File: src/rtl/bus_arbiter_mux.sv
// Registered shared-bus multiplexer with a built-in arbiter (fixed priority or round-robin).
// It reports the grant, whether several sources requested at once, and a saturating contention count.
module bus_arbiter_mux #(
   parameter int  WIDTH     = 32,
   parameter int  NUM_SRC   = 24,
   parameter int  RR_MODE   = 0,
   parameter int  HOLD_LAST = 1,
   localparam int SEL_W     = $clog2(NUM_SRC)
) (
   input  logic                     clock,
   input  logic                     reset_n,
   input  logic [NUM_SRC*WIDTH-1:0] src_data,
   input  logic [NUM_SRC-1:0]       src_req,
   input  logic                     bus_en,
   input  logic                     clr_cnt,
   output logic [WIDTH-1:0]         bus_data,
   output logic                     bus_valid,
   output logic [NUM_SRC-1:0]       grant_oh,
   output logic [SEL_W-1:0]         grant_idx,
   output logic                     contention,
   output logic [15:0]              contention_cnt
);

   localparam logic [15:0] CNT_MAX = 16'hFFFF;

   logic [WIDTH-1:0]   bus_data_q,   bus_data_d;
   logic               bus_valid_q,  bus_valid_d;
   logic [NUM_SRC-1:0] grant_oh_q,   grant_oh_d;
   logic [SEL_W-1:0]   grant_idx_q,  grant_idx_d;
   logic               contention_q, contention_d;
   logic [15:0]        cnt_q,        cnt_d;
   logic [SEL_W-1:0]   ptr_q,        ptr_d;

   logic               win_found;
   logic [SEL_W-1:0]   win_idx;
   logic [NUM_SRC-1:0] win_oh;
   logic [WIDTH-1:0]   win_data;
   logic               multi_req;

   // Clearing the lowest set bit leaves something only when two or more bits were set.
   assign multi_req = |(src_req & (src_req - NUM_SRC'(1)));

   // The search starts just past the pointer in round-robin mode, or at index 0 in fixed mode.
   always_comb begin : arb_comb
      int cand;
      // NOTE: every variable written here gets a default first, so no path can infer a latch.
      cand      = 0;
      win_found = 1'b0;
      win_idx   = '0;
      win_oh    = '0;
      win_data  = '0;
      for (int i = 0; i < NUM_SRC; i++) begin
         cand = (RR_MODE != 0) ? (int'(ptr_q) + 1 + i) % NUM_SRC : i;
         if (!win_found && src_req[cand]) begin
            win_found    = 1'b1;
            win_idx      = SEL_W'(cand);
            win_oh[cand] = 1'b1;
            win_data     = src_data[cand*WIDTH +: WIDTH];
         end
      end
   end

   always_comb begin
      bus_data_d   = bus_data_q;
      bus_valid_d  = bus_valid_q;
      grant_oh_d   = grant_oh_q;
      grant_idx_d  = grant_idx_q;
      contention_d = contention_q;
      cnt_d        = cnt_q;
      ptr_d        = ptr_q;
      if (bus_en) begin
         contention_d = multi_req;
         if (multi_req && cnt_q != CNT_MAX) cnt_d = cnt_q + 16'd1;
         if (win_found) begin
            bus_data_d  = win_data;
            bus_valid_d = 1'b1;
            grant_oh_d  = win_oh;
            grant_idx_d = win_idx;
            ptr_d       = win_idx;
         end else begin
            bus_valid_d = 1'b0;
            grant_oh_d  = '0;
            if (HOLD_LAST == 0) bus_data_d = '0;
         end
      end
      // A clear overrides an increment in the same cycle, even during a stall.
      if (clr_cnt) cnt_d = '0;
   end

   // NOTE: non-blocking assignments so every register updates from values sampled before the edge.
   always_ff @(posedge clock or negedge reset_n) begin
      if (!reset_n) begin
         bus_data_q   <= '0;
         bus_valid_q  <= 1'b0;
         grant_oh_q   <= '0;
         grant_idx_q  <= '0;
         contention_q <= 1'b0;
         cnt_q        <= '0;
         ptr_q        <= SEL_W'(NUM_SRC - 1);
      end else begin
         bus_data_q   <= bus_data_d;
         bus_valid_q  <= bus_valid_d;
         grant_oh_q   <= grant_oh_d;
         grant_idx_q  <= grant_idx_d;
         contention_q <= contention_d;
         cnt_q        <= cnt_d;
         ptr_q        <= ptr_d;
      end
   end

   assign bus_data       = bus_data_q;
   assign bus_valid      = bus_valid_q;
   assign grant_oh       = grant_oh_q;
   assign grant_idx      = grant_idx_q;
   assign contention     = contention_q;
   assign contention_cnt = cnt_q;

endmodule

File: config.mk
export PLATFORM = sky130hd
export DESIGN_NAME = bus_arbiter_mux
export DESIGN_NICKNAME = d
export VERILOG_FILES = /design/src/rtl/bus_arbiter_mux.sv
export SDC_FILE = /design/constraint.sdc
export NUM_CORES = 1
export LEC_CHECK = 0
export ABC_AREA = 1
export CORE_AREA = 4 4 343 345
export DETAILED_ROUTE_END_ITERATION = 7
export DIE_AREA = 0 0 347 349
export SLEW_MARGIN = 10
export SYNTH_ARGS = -nofsm -noshare
export SYNTH_HDL_FRONTEND = slang
export SYNTH_SLANG_ARGS = --single-unit
File: constraint.sdc
create_clock -name clock -period 1.9 [get_ports clock]
set_input_delay 0.285 -clock clock [delete_from_list [all_inputs] [get_ports clock]]
set_output_delay 0.285 -clock clock [all_outputs]
set_load 0.02 [all_outputs]
======== After elaboration in Yosys (flattened, before gate mapping) ========
Cells that the tools add are included.
Widths: inputs -> output; s select.
operators by class
  equal/unequal tests ..................... 1
  multiplexer cells ....................... 99
  bitwise operators ....................... 1
  reductions and logical operators ........ 52
  add/sub/neg operators ................... 2
operator list
  kind                   number
  $mux 32                24
  $mux 5                 22
  $mux 1                 49
  $mux 16                3
  $and 24x24->24         1
  $logic_and 1x1->1      24
  $mux 24                1
  $reduce_or 24->1       1
  $sub 24x1->24 const B  1
  $logic_not 1->1        23
  $add 16x1->16 const B  1
  $ne 16x16->1 const B   1
  $reduce_and 2->1       2
  $reduce_bool 2->1      2
storage, ports and cells
  word-level logic and storage cells ...... 161
  output and inout bits ................... 79
  register bits ........................... 79

======== Depth between registers and ports, before layout ========
  depth in word-level cells ............... 71
  depth in mapped cells ................... 19
  mapped depth without buffers ............ 18

======== Worst setup path before layout ========
Ideal clock, no wire load.
  path type ............................... input to register
  start ................................... in src_req[0]
  end ..................................... reg cnt_q[3], in the netlist contention_cnt[3]
  buffers on the path ..................... 2
  arrival time ............................ 2.185 ns
  path slack .............................. -0.352 ns
  stages .................................. 19
  cells stage by stage .................... buf_4 > nor2_8 > nand2_2 > nor2_4 > nand2_2 > nor2_4 > nand2_2 > nor2_4 > nand2_4 > nor2_4 > nand3_2 > nand2_1 > nand2_1 > nor2_2 > a31oi_4 > nand2_4 > buf_8 > nand3_2 > nand2_1
on the way
  word-level cells in the longest chain between the ends .. 6
RTL lines
  item                                    RTL line  source
  start, declared                         13        input logic [NUM_SRC-1:0] src_req,
  $sub 24x1->24                           41        assign multi_req = |(src_req & (src_req - NUM_SRC'(1)));
  $and 24x24->24 (*)                      41
  $reduce_or 24->1 (*)                    41
  $logic_and 1x1->1 (*)                   73        if (multi_req && cnt_q != CNT_MAX) cnt_d = cnt_q + 16'd1;
  $reduce_bool 2->1 (no source line) (*)  n/a
  $reduce_and 2->1 (no source line) (*)   n/a
  end signal, assigned                    106       cnt_q <= cnt_d;
  end, declared                           31        logic [15:0] cnt_q, cnt_d;
Mark *: on every way between the ends. The rest lies on a longest branch, timed or not.
A chain may end at the register's enable or synchronous reset.

======== Worst setup path in the final report ========
  start ................................... in src_req[0]
  end ..................................... reg bus_data_q[16], in the netlist bus_data[16]
on the way
  word-level cells in the longest chain between the ends .. 71
  elaborated cells on any way between the ends .. 95
  those cells by class .................... mux (48); reduce/logical (47)
RTL lines
  item                               RTL line  source
  $mux 1                             54        if (!win_found && src_req[cand]) begin
  $logic_not 1->1                    54
  $logic_and 1x1->1                  54
  $mux 1                             54
  $logic_not 1->1                    54
  $logic_and 1x1->1                  54
  $mux 1                             54
  $logic_not 1->1                    54
  [55 not listed]                    n/a
  $mux 1                             54
  $logic_not 1->1                    54
  $logic_and 1x1->1                  54
  $mux 1                             54
  $logic_not 1->1                    54
  $logic_and 1x1->1                  54
  $mux 1                             54
  $reduce_and 2->1 (no source line)  n/a
  end signal, assigned               101       bus_data_q <= bus_data_d;
  end, declared                      26        logic [WIDTH-1:0] bus_data_q, bus_data_d;
Several ways; a longest one is shown, not always the timed one.

==> reports/results.tsv <==
metric	value	unit
maxSlewViolCount	0	
power	7960	uW
grt_max_degree	48	
overflow	0	
clock_sinks	79	
ant_nets	0	
drt_iter0_markers	1431	
ys_async_sr_fraction	100	%
cts_root_buffer	clkbuf_16	
tritoncts	built	
finalHoldViolations	0	
critPathKind	in -> reg	
netlist_instances	1590	
drtPass1Iterations	6	
ys_types	42	
rows	124	
startpoint_type	primary input	
drcViolationCount	0	
violations	negative setup slack	
track_usage	16.7	%
dieHeight	349	um
seq_area_frac_synth	21.1	%
drive_gt1_share	22.7	%
mappedNetlistArea	9350	um^2
relSlewSlack	64.6	%
io_pins	875	
core	114000	um^2
port_buffers	874	
cp.required	2170	ps
synth_edf_count	0	
crit_path_end_kind	flip-flop	
rsz0062_at_grt	yes	
synth_seq_cells	79	
fin_ws	-711	ps
syn_nets	2387	
wire_per_inst	25.8	um
cts_made_buffers	9	
vias_per_cell	4.01	
hold_ws	407	ps
grt_pass1_vias	16800	
htreeDepth	3	
clkTransAtPathRegs	70	ps
cp.arrival	2880	ps
final-setup-viol-count	59	
die_area	121000	um^2
fmax	0.383	GHz
maxCapViolCount	0	
post-route-util	21.6	%
path_max_fanout	20	
rr_endpoint	contention_cnt[12]	
min_period_over_period	137	%
area_growth	164	%
antenna_found_initial	32	
tightestPinTransition	532	ps
grt_pass1_wl	141	mm
rr_worst_depth	7	
start_util	8.19	%
period_needed	2610	ps
die_w	347	um
final_nets	3484	
yosysWarnings	0	
hold_path_class	in -> async	
ir_drop	0.000313	V
clk_latency	370	ps
avgSynthCellArea	5.88	um^2
routabilityCongestion	0.968	
outcome	complete, but fails checks	
synth_flop_cell	dfrtp_1	
rrSetupSlack	-30	ps
final.setup_skew	7.00	ps
vias	16900	
clockBufferDepth	2	
dpl_worst_slack	-1830	ps
dp_hpwl	92.8	mm
r2r_start	contention_cnt[0]	
wl	109	mm
power.leakage	0.00978	uW
p_per_area	323	nW/um^2
[synthesized netlist by cell type (12+ instances only)]
| cell type | number | area share [%] |
|---|---|---|
| buf_2 | 13 | 0.70 |
| o221a_2 | 30 | 3.6 |
| nand2_1 | 530 | 21 |
| nor2_1 | 178 | 7.1 |
| a221o_1 | 28 | 3.0 |
| inv_1 | 103 | 4.1 |
| o21ai_0 | 62 | 3.3 |
| dfrtp_1 | 79 | 21 |
| nor3_1 | 15 | 0.80 |
| a221oi_1 | 22 | 2.1 |
| nand3_1 | 121 | 6.5 |
| xor2_1 | 12 | 1.1 |
| nand4_1 | 151 | 10 |
| clkbuf_1 | 82 | 3.3 |
| a211oi_1 | 28 | 2.2 |
| a21oi_1 | 66 | 3.5 |
[sequential cells by signal (all words and copies together) (netlist names)]
signal / cells
bus_data: 32
grant_idx: 5
contention: 1
bus_valid: 1
grant_oh: 24
contention_cnt: 16
[cell usage in the layout, fill, tap and decap left out, types with 5 or more instances in the layout]
cell             instances
nand2_4                 33
nand4_1                151
a211oi_1                23
clkbuf_16               15
inv_4                    5
nor2_2                  20
buf_4                  189
dlygate4sd2_1            7
nand3_4                  5
nor2_1                 140
a21oi_1                 39
nand3_1                109
o221a_4                 15
buf_8                   14
nand2_2                 31
a221oi_2                10
o221a_2                 15
o21ai_0                 28
nand2_1                468
clkdlybuf4s50_1        848
diode_2                 12
inv_2                   17
buf_6                   52
o21ai_2                 10
nor2_4                  25
buf_12                  54
nor3_1                  12
buf_2                    6
buf_16                   6
xor2_1                  12
nand3_2                 18
dfrtp_1                 79
nand2_8                  5
a221o_1                 28
a221oi_1                 9
inv_1                   80
a21oi_2                 24
o21ai_1                 24
[per-layer routing]
metal	vias up	track usage (%)	share of wire, %
li1	7731	-	-
met1	8146	22.3	44
met2	901	27.6	46
met3	94	4.07	8.2
met4	18	3.26	1.5
met5	-	0	0.11
[cells by family (layout without fill, tap and decap cells)]
logic type,Yosys count,in the layout,synth area share (%)
fa+ha+maj,1,1,0.134
other cells,0,12,0
compound gates,245,245,18.6
flops,79,79,21.1
buf+inv,214,1315,9.18
simple gates,1037,1038,49.6
xor+xnor,14,14,1.31
[report_power, final]
part	switching, uW	total (uW)	internal (uW)	leakage [uW]
clock network	858	1930	1080	0.000152
logic	1850	4150	2310	0.00862
registers	83.1	1880	1790	0.00101
[worst max path at each step]
stage                from                 end  cells after the start
2_1_floorplan  src_req[1]   contention_cnt[7]                     19
3_3_place_gp   src_req[2]        bus_data[12]                     18
3_5_place_dp   src_req[2]        bus_data[12]                     18
4_1_cts        src_req[1]        bus_data[12]                     18
5_1_grt        src_req[1]  contention_cnt[12]                     21
6_report       src_req[0]        bus_data[16]                     17
[area by class of cell]
class / count / area, um^2
Tap cell: 1512 / 1890
Inverter: 108 / 447
Timing Repair inverter: 2 / 25.0
Sequential cell: 79 / 1980
Clock buffer: 10 / 239
Antenna cell: 12 / 30.0
Clock inverter: 6 / 75.1
Fill cell: 12800 / 89500
Timing Repair Buffer: 1189 / 12300
Multi-Input combinational cell: 1298 / 7710
[worst max-delay path: stages]
cell     delay, ps
buf_12         110
buf_4          220
nand2_1        110
nand3_2         90
a21oi_2        110
nand4_1        190
buf_4          210
a21oi_2        100
nand4_1        270
buf_12         250
nand2_8         90
nand4_1        200
buf_6          220
o21ai_2         50
nand4_1        130
nor2_2         170
nor2_1          60
[what timing repair did]
action	CTS	global route
resized for setup	342	115
setup buffers	38	18
setup endpoints to repair	66	65
hold buffers	1	0
pin swaps	106	62
cloned	8	8
hold endpoints to repair	25	0
[metrics by stage]
stage	std cells	TNS, ps	instance area [um^2]
after detailed placement	4121	-95050	22000
final	4216	-31530	24700
after global placement	4121	-96690	22000
after floorplan	1590	-13080	9450
after CTS	4178	-27610	23900
after global routing	4210	-38810	24600
No activity file was read; power rests on OpenSTA's default activity.
